--- config.mk ---
export PLATFORM = sky130hd
export DESIGN_NAME = adler32_engine
export DESIGN_NICKNAME = d
export VERILOG_FILES = /design/src/rtl/adler32_engine.sv
export SDC_FILE = /design/constraint.sdc
export NUM_CORES = 1
export LEC_CHECK = 0
export CORE_ASPECT_RATIO = 0.75
export CORE_MARGIN = 5
export CORE_UTILIZATION = 58
export CTS_BUF_LIST = sky130_fd_sc_hd__clkbuf_4 sky130_fd_sc_hd__clkbuf_8 sky130_fd_sc_hd__clkbuf_16
export DETAILED_ROUTE_END_ITERATION = 8
export PLACE_DENSITY = 0.82
export RECOVER_POWER = 25
export SLEW_MARGIN = 10
export SYNTH_ARGS = -nofsm -noshare
export SYNTH_HDL_FRONTEND = slang
export SYNTH_SLANG_ARGS = --single-unit
--- constraint.sdc ---
create_clock -name clock -period 12.2 [get_ports clock]
set_clock_uncertainty 0.15 [all_clocks]
set_input_delay 2.44 -clock clock [delete_from_list [all_inputs] [get_ports clock]]
set_output_delay 2.44 -clock clock [all_outputs]
set_load 0.05 [all_outputs]
--- src/rtl/adler32_engine.sv ---
// Streaming Adler-32 engine: length-prefixed byte stream in, {B,A} checksum out.
// Latency 1 clock after the last byte; no backpressure, one byte per data_start strobe.
module adler32_engine (
  input  logic        clock,
  input  logic        rst_n,
  input  logic        size_valid,
  input  logic [31:0] size,
  input  logic        data_start,
  input  logic [7:0]  data,
  output logic        checksum_valid,
  output logic [31:0] checksum
);

  localparam logic [0:0]  IDLE = 1'b0;
  localparam logic [0:0]  BUSY = 1'b1;
  localparam logic [16:0] MOD  = 17'd65521;

  logic [0:0]  state;
  logic [15:0] a_q;
  logic [15:0] b_q;
  logic [31:0] remaining;

  logic [15:0] a_base;
  logic [15:0] b_base;
  logic [16:0] a_sum;
  logic [16:0] a_red;
  logic [15:0] a_next;
  logic [16:0] b_sum;
  logic [16:0] b_red;
  logic [15:0] b_next;

  // A new message seeds the accumulators, so a byte arriving with size_valid
  // is folded into the fresh A=1/B=0 state rather than the old message.
  always_comb begin
    a_base = size_valid ? 16'd1 : a_q;
    b_base = size_valid ? 16'd0 : b_q;
    a_sum  = {1'b0, a_base} + {9'd0, data};
    a_red  = a_sum - MOD;
    a_next = (a_sum >= MOD) ? a_red[15:0] : a_sum[15:0];
    b_sum  = {1'b0, b_base} + {1'b0, a_next};
    b_red  = b_sum - MOD;
    b_next = (b_sum >= MOD) ? b_red[15:0] : b_sum[15:0];
  end

  always_ff @(posedge clock) begin
    if (!rst_n) begin
      state          <= IDLE;
      a_q            <= 16'd1;
      b_q            <= 16'd0;
      remaining      <= 32'd0;
      checksum_valid <= 1'b0;
      checksum       <= 32'h0;
    end else begin
      checksum_valid <= 1'b0;
      if (size_valid) begin
        if (size == 32'd0) begin
          // Empty message: checksum of nothing is A=1, B=0; any byte is ignored.
          state          <= IDLE;
          a_q            <= 16'd1;
          b_q            <= 16'd0;
          remaining      <= 32'd0;
          checksum_valid <= 1'b1;
          checksum       <= 32'h0000_0001;
        end else if (data_start) begin
          a_q <= a_next;
          b_q <= b_next;
          if (size == 32'd1) begin
            state          <= IDLE;
            remaining      <= 32'd0;
            checksum_valid <= 1'b1;
            checksum       <= {b_next, a_next};
          end else begin
            state     <= BUSY;
            remaining <= size - 32'd1;
          end
        end else begin
          state     <= BUSY;
          a_q       <= 16'd1;
          b_q       <= 16'd0;
          remaining <= size;
        end
      end else if (state == BUSY && data_start) begin
        a_q       <= a_next;
        b_q       <= b_next;
        remaining <= remaining - 32'd1;
        if (remaining == 32'd1) begin
          state          <= IDLE;
          checksum_valid <= 1'b1;
          checksum       <= {b_next, a_next};
        end
      end
    end
  end

endmodule

# After elaboration in Yosys (flattened, before gate mapping)
# Cells that the tools add are included.
# word_totals
reg_bits,98
out_inout_bits,33
wordCells,59
# classes
add_sub_neg,6
n_lt_le_gt_ge,2
eq_ne,4
mux,35
reduce_logical,6
# ops
cell,count
32-bit 2-to-1 mux,11
16-bit 2-to-1 mux,12
32-bit by 1-bit equality test with 1-bit output (second input constant),2
32-bit by 1-bit subtractor with 32-bit output (second input constant),2
17-bit by 16-bit greater-or-equal comparator with 1-bit output (second input constant),2
32-bit zero test,1
16-bit subtractor (second input constant),2
16-bit by 16-bit adder with 17-bit output,1
16-bit by 8-bit adder with 17-bit output,1
1-bit 2-to-1 mux,12
3-bit by 1-bit != test with 1-bit output (second input constant),2
4-bit AND reduction,1
2-bit nonzero test,2
2-bit AND reduction,1
1-bit logical AND,1

# Longest topological paths before layout
# Gate-level depths: netlist of the first run.
# logic_depth
depth_word,11
depth_mapped,30

# Worst setup path after synthesis of the first run
# Ideal clock, no wire load.
# synth_path
kind,in2reg
startpoint,input port size_valid
endpoint,register b_q[11]
setup_time_ns,0.125
t_arrival_ns,9.161
slack_ns,2.764
path_stages,29
cell_sequence,clkbuf_1 > clkbuf_1 > buf_1 > clkbuf_1 > or2_2 > ha_1 > fa_1 > a21oi_1 > o21ai_1 > a2111oi_2 > nor3_1 > a311o_1 > or4_4 > o31ai_4 > nand3_1 > xnor2_1 > inv_1 > ha_1 > clkbuf_1 > a21o_1 > and4_1 > o311ai_0 > a31oi_1 > xnor2_1 > a41oi_1 > clkbuf_1 > nor3b_1 > xnor2_1 > o21ai_0
# synth_via
elab_chain_len,10
word_cells_on_any_way,15
# synth_rtl
element,line_no,text
from (decl),6,"input logic size_valid,"
16-bit 2-to-1 mux,35,a_base = size_valid ? 16'd1 : a_q;
16-bit by 8-bit adder with 17-bit output,37,"a_sum = {1'b0, a_base} + {9'd0, data};"
16-bit subtractor / 17-bit by 16-bit greater-or-equal comparator with 1-bit output (equally long branches),"38, 39",
16-bit 2-to-1 mux,39,a_next = (a_sum >= MOD) ? a_red[15:0] : a_sum[15:0];
16-bit by 16-bit adder with 17-bit output,40,"b_sum = {1'b0, b_base} + {1'b0, a_next};"
16-bit subtractor / 17-bit by 16-bit greater-or-equal comparator with 1-bit output (equally long branches),"41, 42",
16-bit 2-to-1 mux,42,b_next = (b_sum >= MOD) ? b_red[15:0] : b_sum[15:0];
16-bit 2-to-1 mux,64,end else if (data_start) begin
16-bit 2-to-1 mux,56,if (size == 32'd0) begin
16-bit 2-to-1 mux,55,if (size_valid) begin
to (signal assigned),66,b_q <= b_next;
to (signal assigned),84,b_q <= b_next;
to (decl),20,logic [15:0] b_q;
# Parallel ways exist; a longest one is shown, timed or not. The select of a mux whose other input is x is not followed.
# A chain may end at the register's enable or synchronous reset.

# Worst setup path in the final report of the first run
# layout_path
startpoint,input port size_valid
endpoint,register b_q[14]
# Same word-level chain as after synthesis.

==> results.json, run 1 <==
{
  "synth_most_common_cell": "nand2_1",
  "clockPowerShare_pct": 35.5,
  "power_density_nw_per_um2": 101,
  "die_y_um": 105,
  "cts_hold_buf": 0,
  "drc_errors": 0,
  "status": "complete, no violations",
  "dieArea_um2": 14400,
  "crit_path_end": "b_q[14]",
  "num_rows": 34,
  "dp.cells": 1148,
  "num_vias": 7069,
  "swShare_pct": 31.5,
  "startpoint_type": "input pin",
  "synth_edf_count": 0,
  "port-buffer-count": 76,
  "rr_endpoint": "b_q[14]",
  "synth_common_cells": "nand2_1, dfxtp_1, nor2_1",
  "critical_path_class": "in2reg",
  "cts_tree": "built",
  "layout.nets": 1077,
  "core-area_um2": 11700,
  "drt_pass1_iterations": 5,
  "cts_root_buf": "clkbuf_16",
  "path_max_fanout": 14,
  "timing.slew.headroom_pct": 19.3,
  "crit_cells": 26,
  "drv_cap": 0,
  "synth_flop_cell": "dfxtp_1",
  "setup_viol": 0,
  "path_buf_inv": 3,
  "antenna_found_initial": 0,
  "netlist_top_cells_area": "dfxtp_1, nand2_1, o21ai_0",
  "netlist_area_um2": 7010,
  "place.gp.congestion": 0.962,
  "routed_wl_um": 19700,
  "seq_area_frac_synth_pct": 28.0,
  "grt_pass1_wl_um": 32900,
  "instances_no_fill": 1164,
  "grt_max_degree": 48,
  "avgSynthCellArea_um2": 7.41,
  "fin_ws_ps": 2360,
  "syn_inst": 946,
  "regToRegStartpoint": "a_q[0]",
  "overflow": 0,
  "track_usage_pct": 27.7,
  "rsz0062_at_grt": "no",
  "hold_viol": 0,
  "p_total_uw": 825,
  "reg2reg_slack_ps": 4300,
  "clk_latency_ps": 350,
  "ant_nets": 0,
  "post_cts_buffers": 0,
  "p_sw_uw": 260,
  "cts_buffers": 9,
  "whs_ps": 301,
  "clk_pin_slew_ps": 70,
  "clock-sinks": 98,
  "p_leak_nw": 3.18,
  "synth-seq-cells": 98,
  "hp-start": "checksum[8]",
  "htree_levels": 3,
  "crit_path_end_kind": "flip-flop",
  "yosys.area.top_type_share_pct": 28.0,
  "critPathSlowestCell": "or4_4",
  "area_growth_pct": 16.4,
  "dr.first_iter.drc_count": 856,
  "p_comb_share_pct": 23.1,
  "vias_per_cell": 6.07,
  "required_ps": 12240,
  "fin_setup_tns_ps": 0,
  "synth-async-reset-ratio_pct": 0,
  "syn-num-nets": 1026,
  "start_util_pct": 59.9,
  "diodes": 0,
  "fmax_ghz": 0.102,
  "place_area_um2": 7850,
  "synth_top_cell_by_area": "dfxtp_1",
  "hold_class": "reg2reg",
  "p_int_uw": 565,
  "post_drt_wl_per_cell_um": 16.9,
  "path_delay_family": "compound AO/OA/AOI/OAI gates",
  "final_util_pct": 69.7,
  "ys_warn_count": 0,
  "cp.arrival_ps": 9890,
  "critPathMaxStageDelay_ps": 550,
  "yosysUniqueCellTypes": 65,
  "die_width_um": 137,
  "finalMaxSlewViolations": 0,
  "post-route-cell-area_um2": 8160,
  "startpoint": "size_valid",
  "place_ws_ps": 2080,
  "ff2ff_path_depth": 25,
  "min_delay_path_depth": 2,
  "tightestPinTransition_ps": 1210,
  "grt_pass1_vias": 6476,
  "hpwl_um": 14300,
  "fin_crit_sh_pct": 80.7,
  "period_needed_ps": 9840,
  "ctsResizeCount": 0,
  "drive_gt1_share_pct": 4.39,
  "ir_worst_vdd_v": 0.0000807,
  "clk_path_buf_depth": 2,
  "pwr-share-seq_pct": 41.4,
  "ios": 77
}
[registers in the layout (all words and copies together) (netlist names)]
register        flops
checksum           32
remaining          32
a_q                16
b_q                16
checksum_valid      1
state               1
[worst register-to-register path: stages, from the launching register on]
cell and delay, ps:
dfxtp_1 350, or2_2 320, ha_1 220, fa_1 440
a21oi_1 150, o21ai_1 130, a2111oi_2 450, nor3_1 110
a311o_1 300, or4_4 550, o31ai_4 500, xnor2_1 260
inv_1 120, ha_1 210, inv_1 70, fa_1 400
nand3b_1 250, and2_0 290, or3_1 360, a31oi_1 410
o2111ai_1 260, nor2_1 220, a41oi_2 440, nor4_1 460
xnor2_1 200, o21ai_0 120
[final cells by class]
class	instances	area [um^2]
multi-input cells	772	4770
clock buffers	9	225
repair buffers	81	793
fillers	1019	3540
clock inverters	7	76.3
inverters	35	131
well taps	162	203
flip-flops and latches	98	1960
[placed cells by master (no fill, tap or decap), types with 33 or more instances in the layout]
cell type	Yosys	final
nand2_1	123	123
dfxtp_1	98	98
nor2_1	92	92
o21ai_0	87	87
a21oi_1	55	55
xnor2_1	46	46
clkdlybuf4s50_1	0	43
inv_1	35	35
ha_1	34	34
xor2_1	33	33
[worst min-delay path by stage]
stage                        to  slack (ps)
finish              checksum[8]         300
detailed placement       b_q[8]         290
CTS                      a_q[6]         300
floorplan                a_q[1]         270
global route        checksum[7]         320
global placement         a_q[1]         280
[per-layer routing]
metal	vias to the layer above	GRT usage, %	part of all wire, %	wire [um]
met1	3261	43.9	49	9700
met3	13	4.85	8.7	1720
met2	307	39.5	41	8120
met4	0	4.70	0.72	141
li1	3488	-	-	-
met5	-	0	0	0
[cells by family after synthesis]
logic type | after synthesis | synth area share, %
multiplexers | 4 | 0.589
flip-flops | 98 | 28.0
buffers and inverters | 76 | 4.07
AO/OA/AOI/OAI | 264 | 23.7
adder cells (fa/ha/maj) | 36 | 6.64
AND/OR/NAND/NOR | 389 | 27.1
XOR/XNOR | 79 | 9.88
[power groups by stage]
| stage | Sequential (mW) | Clock, mW | Combinational (mW) |
|---|---|---|---|
| after floorplan | 0.346 | 0 | 0.133 |
| after global placement | 0.348 | 0 | 0.181 |
| after detailed placement | 0.349 | 0 | 0.184 |
| after CTS | 0.341 | 0.295 | 0.187 |
| after global routing | 0.343 | 0.310 | 0.210 |
| final | 0.342 | 0.292 | 0.191 |
(Power assumes the default switching activity.)
==> run 2, diff against run 1 <==
==> constraint.sdc (replaced) <==
create_clock -name clock -period 9.5 [get_ports clock]
set_clock_uncertainty 0.15 [all_clocks]
set_input_delay 1.9 -clock clock [delete_from_list [all_inputs] [get_ports clock]]
set_output_delay 1.9 -clock clock [all_outputs]
set_load 0.05 [all_outputs]
==> results.json, run 2 (synthesized netlist as in run 1, its figures left out) <==
{
  "cts_tree": "built",
  "routed_wl_um": 19400,
  "track_usage_pct": 27.1,
  "setup_viol": 0,
  "power_density_nw_per_um2": 129,
  "required_ps": 9550,
  "drt_pass1_iterations": 5,
  "clk_pin_slew_ps": 70,
  "ir_worst_vdd_v": 0.0000980,
  "ctsResizeCount": 0,
  "post_drt_wl_per_cell_um": 16.6,
  "fin_setup_tns_ps": 0,
  "critical_path_class": "in2reg",
  "dieArea_um2": 14400,
  "core-area_um2": 11700,
  "cts_buffers": 9,
  "port-buffer-count": 76,
  "post_cts_buffers": 0,
  "fmax_ghz": 0.114,
  "grt_pass1_wl_um": 32200,
  "place_area_um2": 7880,
  "die_y_um": 105,
  "hpwl_um": 14200,
  "min_delay_path_depth": 2,
  "num_vias": 7214,
  "grt_pass1_vias": 6357,
  "finalMaxSlewViolations": 0,
  "clk_path_buf_depth": 2,
  "num_rows": 34,
  "rsz0062_at_grt": "no",
  "hold_viol": 0,
  "overflow": 0,
  "hold_end": "checksum[11]",
  "drive_gt1_share_pct": 4.67,
  "hold_class": "reg2reg",
  "p_leak_nw": 3.20,
  "rr_endpoint": "b_q[7]",
  "diodes": 0,
  "busiest_layer": "met1",
  "final_cell_mix": "nand2_1, dfxtp_1, nor2_1",
  "cts_hold_buf": 0,
  "fin_crit_sh_pct": 92.4,
  "place.gp.congestion": 0.982,
  "grt_util_met3_pct": 5.96,
  "drv_cap": 0,
  "hp-start": "checksum[11]",
  "period_needed_ps": 8780,
  "layout_commonest_cell": "nand2_1",
  "clock-sinks": 98,
  "grt_use_met2_pct": 37.3,
  "reg2reg_slack_ps": 2090,
  "timing.slew.headroom_pct": 21.9,
  "crit_path_end_kind": "flip-flop",
  "layout.nets": 1081,
  "post-route-cell-area_um2": 8170,
  "ios": 77,
  "drc_errors": 0,
  "area_growth_pct": 16.6,
  "antenna_found_initial": 1,
  "tightestPinTransition_ps": 1170,
  "grt_use_met1_pct": 42.8,
  "vias_per_cell": 6.18,
  "status": "complete, no violations",
  "cp.arrival_ps": 8830,
  "dr.first_iter.drc_count": 779,
  "cts_root_buf": "clkbuf_16",
  "nFillCells": 997,
  "path_max_fanout": 11,
  "startpoint_type": "input pin",
  "htree_levels": 3,
  "start_util_pct": 59.9,
  "clk_latency_ps": 350,
  "die_width_um": 137,
  "grt_max_degree": 61,
  "ant_nets": 0,
  "ff2ff_path_depth": 26,
  "regToRegStartpoint": "a_q[0]",
  "top_regs": "checksum: 32 flops, remaining: 32 flops"
}
run 2: critical path, cell delays in order:
cell and delay, ps:
clkdlybuf4s50_1 420, ha_1 240, fa_1 430, a21oi_1 160, o21ai_1 140, a2111oi_2 450, nor3_1 110, a311o_1 290
or4_4 550, o31ai_4 490, xnor2_1 190, inv_1 90, ha_1 200, inv_1 70, fa_1 390, nand3b_1 250
and2_0 290, or3_1 360, a31oi_1 390, o2111ai_1 250, nor2_1 170, a41oi_1 210, buf_4 260, nor3b_1 250
xnor2_1 170, o21ai_0 100
run 2: metrics by stage:
step           cells  hold WS [ps]  power [mW]  utilization [%]  setup WS (ps)
3_3_place_gp    1152           280       0.681             67.3            743
6_report        1168           296        1.05             69.8            723
4_1_cts         1168           298        1.05             69.8            840
2_1_floorplan    946           267       0.614                -            604
5_1_grt         1168           318        1.10             69.8            240
3_5_place_dp    1152           286       0.685             67.3            533
run 2: final cells by class:
cell class              count  area [um^2]  area share [%]
multi-input cells         772         4760            58.3
flip-flops and latches     98         1960            24.0
repair buffers             85          823            10.1
clock buffers               9          225            2.76
well taps                 162          203            2.48
inverters                  35          131            1.61
clock inverters             7         65.1           0.797
run 2: power by group:
group          switching, mW  internal, mW
Sequential            0.0128         0.425
Clock                  0.180         0.185
Combinational          0.151        0.0956
Total                  0.344         0.706
run 2: metal layers:
layer / wire length (um) / share of wire, % / vias up
met1: 9800 / 50 / 3375
met3: 1600 / 8.2 / 30
met5: 13 / 0.067 / -
li1: - / - / 3488
met2: 7760 / 40 / 319
met4: 247 / 1.3 / 2
run 2: worst max-delay path by stage:
stage               to  cells past startpoint  slack [ps]        from
2_1_floorplan  b_q[11]                     29         600  size_valid
3_3_place_gp    b_q[9]                     25         740     data[0]
3_5_place_dp    b_q[7]                     26         530     data[0]
4_1_cts         b_q[7]                     26         840     data[0]
5_1_grt         b_q[9]                     24         240     data[0]
6_report        b_q[7]                     26         720     data[0]
==> run 3, diff against run 2 <==
--- a/config.mk
+++ b/config.mk
@@ -5,7 +5,6 @@
 export SDC_FILE = /design/constraint.sdc
 export NUM_CORES = 1
 export LEC_CHECK = 0
-export CORE_ASPECT_RATIO = 0.75
 export CORE_MARGIN = 5
 export CORE_UTILIZATION = 58
 export CTS_BUF_LIST = sky130_fd_sc_hd__clkbuf_4 sky130_fd_sc_hd__clkbuf_8 sky130_fd_sc_hd__clkbuf_16
==> results.json, run 3 (synthesized netlist as in run 1, its figures left out) <==
{
  "diodes": 0,
  "clock-sinks": 98,
  "antenna_found_initial": 0,
  "place_area_um2": 7870,
  "area_growth_pct": 16.9,
  "startpoint_type": "input pin",
  "grt_pass1_vias": 6279,
  "clk_latency_ps": 360,
  "ios": 77,
  "required_ps": 9560,
  "status": "complete, no violations",
  "num_rows": 40,
  "cts_hold_buf": 0,
  "vias_per_cell": 6.10,
  "critical_path_class": "in2reg",
  "overflow": 0,
  "hp-start": "checksum[2]",
  "clk_pin_slew_ps": 70,
  "post-route-cell-area_um2": 8190,
  "dieArea_um2": 14400,
  "die_y_um": 120,
  "fmax_ghz": 0.117,
  "fin_ws_ps": 936,
  "rsz0062_at_grt": "no",
  "fin_setup_tns_ps": 0,
  "critPathSlowestCell": "or4_4",
  "port-buffer-count": 76,
  "post_cts_buffers": 0,
  "place.gp.congestion": 0.944,
  "htree_levels": 3,
  "post_drt_wl_per_cell_um": 16.3,
  "clk_path_buf_depth": 2,
  "drv_cap": 0,
  "period_needed_ps": 8560,
  "fin_crit_sh_pct": 90.1,
  "setup_viol": 0,
  "drt_pass1_iterations": 7,
  "hold_viol": 0,
  "tightestPinTransition_ps": 1170,
  "p_leak_nw": 3.22,
  "grt_pass1_wl_um": 31100,
  "ant_nets": 0,
  "ctsResizeCount": 0,
  "num_vias": 7037,
  "p_total_mw": 1.09,
  "grt_max_degree": 58,
  "final_cell_mix": "nand2_1, dfxtp_1, nor2_1",
  "path_max_fanout": 13,
  "ir_worst_vdd_v": 0.000113,
  "hpwl_um": 13600,
  "regToRegStartpoint": "a_q[0]",
  "cts_buffers": 9,
  "instances_no_fill": 1154,
  "startpoint": "data[0]",
  "crit_path_end_kind": "flip-flop",
  "start_util_pct": 58.8,
  "cts_tree": "built",
  "cp.arrival_ps": 8620,
  "layout.nets": 1082,
  "routed_wl_um": 18800,
  "die_width_um": 120,
  "track_usage_pct": 26.1,
  "hold_class": "reg2reg",
  "cts_root_buf": "clkbuf_16",
  "dr.first_iter.drc_count": 961,
  "layout_commonest_cell": "nand2_1",
  "critPathMaxStageDelay_ps": 550,
  "dp.cells": 1138,
  "drc_errors": 0,
  "core-area_um2": 11900,
  "place_ws_ps": 737,
  "finalMaxSlewViolations": 0,
  "drive_gt1_share_pct": 4.77,
  "power_density_nw_per_um2": 133,
  "timing.slew.headroom_pct": 22.2,
  "top_regs": "checksum: 32 flops, remaining: 32 flops"
}
-- run 3: cell count changes in the layout (fill, tap and decap cells not counted), sizes merged --
cell,change
clkinv,+2
inv,-5
buf,+1
clkbuf,+1
bufinv,+2
-- run 3: metal layers --
metal	vias up	part of all wire, %	track usage [%]
li1	3477	-	-
met1	3247	47	38.3
met2	285	44	39.6
met3	28	7.3	4.48
met4	0	1.6	7.02
met5	-	0	0
-- run 3: final cells by class --
cell class                      count  area, um^2
Timing Repair Buffer               86         831
Fill cell                        1006        3720
Multi-Input combinational cell    772        4760
Clock buffer                       10         233
Clock inverter                      6        90.1
Tap cell                          147         184
Inverter                           35         131
Sequential cell                    98        1960
-- run 3: where the power goes --
| part | internal (mW) | switching [mW] |
|---|---|---|
| clock network | 0.235 | 0.167 |
| logic | 0.0962 | 0.149 |
| registers | 0.425 | 0.0128 |
-- run 3: final timing paths --
| check | cells after the start | end | slack, ps |
|---|---|---|---|
| hold reg to reg | 2 | checksum[2] | 300 |
| setup reg to reg | 26 | b_q[9] | 2230 |
| hold / removal | 2 | checksum[2] | 300 |
| setup / recovery | 26 | b_q[9] | 940 |
-- run 3: stage by stage --
stage	hold WS (ps)	utilization [%]
floorplan	267	-
global placement	278	66.0
detailed placement	286	66.0
CTS	299	68.8
global route	319	68.8
finish	295	68.8
-- run 3: critical path, delay by kind of cell --
family                     cells  cell delay (ps)
buffers and inverters          4              810
xor gates and xnor gates       2              370
adders and majority gates      4             1280
and+or+nand+nor                7             1920
AOI/OAI and AO/OA              9             2330
